<file path="config.mk">
export PLATFORM = sky130hd
export DESIGN_NAME = systolic_pe
export DESIGN_NICKNAME = d
export VERILOG_FILES = /design/src/rtl/systolic_pe.sv
export SDC_FILE = /design/constraint.sdc
export NUM_CORES = 1
export LEC_CHECK = 0
export ABC_AREA = 1
export ABC_CLOCK_PERIOD_IN_PS = 5850
export CAP_MARGIN = 25
export CELL_PAD_IN_SITES_DETAIL_PLACEMENT = 2
export CELL_PAD_IN_SITES_GLOBAL_PLACEMENT = 2
export CORE_MARGIN = 2
export CORE_UTILIZATION = 34
export DETAILED_ROUTE_END_ITERATION = 8
export PLACE_DENSITY = 0.89
export SYNTH_ARGS = -nofsm -noshare
export SYNTH_HDL_FRONTEND = slang
export SYNTH_SLANG_ARGS = --single-unit
</file>
<file path="constraint.sdc">
create_clock -name clk -period 5.85 [get_ports clk]
set_input_delay 1.17 -clock clk [delete_from_list [all_inputs] [get_ports clk]]
set_output_delay 1.17 -clock clk [all_outputs]
set_load 0.005 [all_outputs]
</file>
<file path="src/rtl/systolic_pe.sv">
// ============================================================================
// Module   : systolic_pe
// Purpose  : Weight-stationary signed multiply-accumulate PE for a systolic array.
// Revision : 1.0 - initial release
// ============================================================================
`default_nettype none

module systolic_pe #(
  parameter int DATA_WIDTH = 8
) (
  input  logic                      clk,
  input  logic                      rst_n,
  input  logic                      w_en,
  input  logic                      w_compute,
  input  logic [DATA_WIDTH-1:0]     active_left,
  output logic [DATA_WIDTH-1:0]     active_right,
  input  logic [2*DATA_WIDTH-1:0]   in_sum,
  output logic [2*DATA_WIDTH-1:0]   out_sum,
  input  logic [DATA_WIDTH-1:0]     in_weight_above
);

  localparam int c_SUM_W = 2 * DATA_WIDTH;

  logic [DATA_WIDTH-1:0] r_weight_q;
  logic [DATA_WIDTH-1:0] r_active_right;
  logic [c_SUM_W-1:0]    r_out_sum;

  logic [c_SUM_W-1:0]    w_act_ext;
  logic [c_SUM_W-1:0]    w_wgt_ext;
  logic [c_SUM_W-1:0]    w_product;
  logic [c_SUM_W-1:0]    w_mac;

  // Low 2N bits of an unsigned product of sign-extended operands equal the signed product.
  assign w_act_ext = {{DATA_WIDTH{active_left[DATA_WIDTH-1]}}, active_left};
  assign w_wgt_ext = {{DATA_WIDTH{r_weight_q[DATA_WIDTH-1]}}, r_weight_q};
  assign w_product = w_act_ext * w_wgt_ext;
  assign w_mac     = in_sum + w_product;

  always_ff @(posedge clk or negedge rst_n) begin
    if (!rst_n) begin
      r_weight_q     <= '0;
      r_active_right <= '0;
      r_out_sum      <= '0;
    end else begin
      if (w_en) begin
        r_weight_q <= in_weight_above;
      end
      if (w_compute) begin
        r_out_sum      <= w_mac;
        r_active_right <= active_left;
      end
    end
  end

  assign active_right = r_active_right;
  assign out_sum      = r_out_sum;

endmodule

`default_nettype wire

</file>
==> impl_results.md <==
* Pre-Repair DR Iteration Count at 4
* Post-Syn Instances at 510
* Largest net degree at the start of global routing at 33
* Row count at 40
* Least-Margin Pin Slew at roughly 0.76 ns
* Min-Delay Endpoint: out_sum[0]
* Fin nets at 714
* Maximum fanout along the worst path at 6
* Initial antenna violation count at 0
* Max Cap Viol at 0
* Synth top area cells: fa_1, dfrtp_1, nand2_1, ha_1, inv_1
* Area growth syn-to-layout at 23.1%
* CP max stage cell: clkdlybuf4s50_1
* GR Util All Layers at 0.215
* Largest delay share family, worst path: adder cells
* Sequential share of power at 0.109
* Max IR drop VDD at approximately 280 uV
* Gate power share at 0.811
* CTS Sinks at 32
* Leakage dissipation at 2.90 nW
* Layout cells sized above 1 at 0.0667
* Post-Synth Simple-Gate Area at 0.177
* Final setup viols at 0
* # placed instances at around 730
* Synth warn at 0
* Post-synth top area share at 0.333
* Clock edge transition at the registers on the reported setup and hold paths at approximately 0.050 ns
* Port-buffer cells at 59
* Post-Syn Area at approximately 4300 um2
* Slew Viols, Final at 0
* Leading area contributor after synthesis: fa_1
* DRT iter0 DRCs at just over 90
* Critical Path RT at 6.07 ns
* PD cells at 599 nW/um2
* Synth unique cells at 29
* Worst reg2reg path depth at 17
* Clk pwr share at 0.080
* Async set-reset flop share out of synthesis at 1.00
* FF-to-FF Start: r_weight_q[7]
* WHS at 0.476 ns
* GPL Wtd Cong at 0.829
* CP Cell Sequence: clkdlybuf4s50_1, nand2_1, fa_1, fa_1, inv_1, fa_1, fa_1, fa_1, ha_1, a21oi_2, nor2_1, nor2_1, nand2_2, a21oi_2, or2_1, nand3_1, nand2_1
* Grt ovf at 0
* Antenna-violating nets left at 0
* Post-DP Area at 5120 um2
* XOR/XNOR Fraction of Synth Area at 0.0185
* Vias in the first global route at 4239
* N_diodes at 0
* Startpoint types: primary input
* CP dominant cell by count: fa_1
* Setup crit end kind: register
* FF+latch count, synth at 32
* CTS root buffer: clkbuf_16
* Top_reg_cell synth: dfrtp_1
* Final WL at 13.5 mm
* Boundary Pins at 60
* Adder-Cell Fraction of Synth Area at 0.441
* Post-synthesis area per instance at roughly 8.4 um2
* Total core area at 12100 um2
* Critical R2R Capture: out_sum[13]
* Total internal power at around 1.5 mW
* Crit-path max cell delay at 0.63 ns
* EDFF count, synth at 0
* First-pass GRT wire length at 21.7 mm
* CTS Buf Count at 5
* Syn nets at 654
* Htree depth at 2
* Setup Buffers After CTS at 0
* DR vias at 3534
* CTS tree: yes
* Synth Area in Compound Gates at 0.0325
* Maximum clock frequency at approximately 0.18 GHz
* Wire length per cell at 18.2 um
* Skew final at 0.00314 ns
* Min-delay src: out_sum[0]
* Final hold vios at 0
* Longest Clk Path Bufs at 2
* Worst Setup Slack, final at 0.251 ns
* WP data arrival at approximately 5.8 ns
* HPWL after DPL at 11.7 mm
* Crit share post-route at 0.957
* Cell area after layout at 5260 um2
* DR DRC count at 0
* Switching share of total power at 0.530
* Seq/Total Area, Yosys at 0.188
* WP buf/inv at 2
* Worst reg2reg setup slack at a little under 1 ns
* Post-synthesis mux area share at 0.0185
* Main combinational cell family by area after synthesis: adder cells
* Worst skew pair latency at 0.28 ns
* Die Width at 116 um
* Post-Layout Cell Count at 738
* Die ar. at 13500 um2
* Via-to-Cell Ratio at between 4 and 5
* Hold Crit Depth at 2
* Max-slew headroom at 0.494
* Initial Utilization at 0.353
* Crit path kind: in2reg
* NetSw at 1.67 mW
* Design Power at between 3 and 4 mW
* Post-Place Worst Slack at -0.186 ns
* Worst hold-check path type: reg2reg
* Period minus WS final at around 5.6 ns
* Status: finished clean
* Die Y at roughly 120 um
-- how the worst max path moves through the flow --
stage / slack (ns) / from / cells past startpoint / endpoint
6_report: 0.25 / active_left[2] / 17 / out_sum[13]
5_1_grt: -0.04 / active_left[2] / 17 / out_sum[13]
4_1_cts: 0.09 / active_left[7] / 18 / out_sum[13]
3_5_place_dp: -0.19 / active_left[7] / 17 / out_sum[13]
3_3_place_gp: 0.13 / active_left[7] / 19 / out_sum[15]
2_1_floorplan: 0.63 / active_left[7] / 17 / out_sum[13]
-- tightest hold or removal path, delay by kind of cell, from the launching register on --
family	cells	cell delay [ns]
simple gates	2	0.10
flops	1	0.34
-- Yosys cell counts, types with 3 or more instances --
cell	n
ha_1	37
xnor2_1	7
a21oi_1	5
nand2_1	146
a31oi_1	5
fa_1	71
clkbuf_1	20
mux2_2	7
nand3_1	14
o21ai_0	5
inv_1	119
or2_1	3
dfrtp_1	32
o21ai_1	5
nor2_1	17
-- power groups by stage --
stage / Combinational, mW / Clock [mW] / Sequential (mW)
finish: 2.55 / 0.252 / 0.344
detailed placement: 2.56 / 0 / 0.349
floorplan: 1.70 / 0 / 0.331
global placement: 2.27 / 0 / 0.346
CTS: 2.58 / 0.260 / 0.346
global route: 2.89 / 0.263 / 0.353
-- timing repair --
action,CTS,global route
resized for setup,0,3
endpoints found under the setup margin,0,7
hold buffers,0,0
-- cells by family after synthesis --
| group | after synthesis |
|---|---|
| DFF | 32 |
| AOI/OAI and AO/OA | 24 |
| muxes | 7 |
| adders and majority gates | 108 |
| and+or+nand+nor | 188 |
| buffers and inverters | 142 |
| xor gates and xnor gates | 9 |
-- routing by layer --
layer  GRT usage  vias to the layer above  wire length, um
met5           0                        -                0
met4      0.0595                        0              279
met3      0.0251                       21              352
met2       0.441                       69             7960
met1       0.226                     1841             4880
li1            -                     1603                -
-- sequential cells by signal (all words and copies together), names as in the netlist --
signal	cells
r_weight_q	8
active_right	8
out_sum	16
-- cell usage in the layout (no fill, tap or decap), types with 7 or more instances in the layout --
master	count
nand2_1	146
inv_1	119
fa_1	71
clkdlybuf4s50_1	57
ha_1	37
dfrtp_1	32
nor2_1	17
nand3_1	14
buf_4	14
xnor2_1	7
mux2_2	7
-- stage by stage --
| stage | util | setup TNS, ns |
|---|---|---|
| 6_report | 0.434 | 0 |
| 5_1_grt | 0.434 | -0.0370 |
| 4_1_cts | 0.433 | 0 |
| 3_5_place_dp | 0.422 | -0.661 |
| 3_3_place_gp | 0.422 | 0 |
| 2_1_floorplan | - | 0 |
-- final cells by class --
cell class | instances | area (um2)
Timing Repair Buffer | 74 | 721
Multi-Input combinational cell | 336 | 2940
Tap cell | 168 | 210
Inverter | 121 | 454
Fill cell | 1361 | 6850
Clock buffer | 6 | 129
Clock inverter | 1 | 5.00
Sequential cell | 32 | 801
No activity file was read; power rests on OpenSTA's default activity.
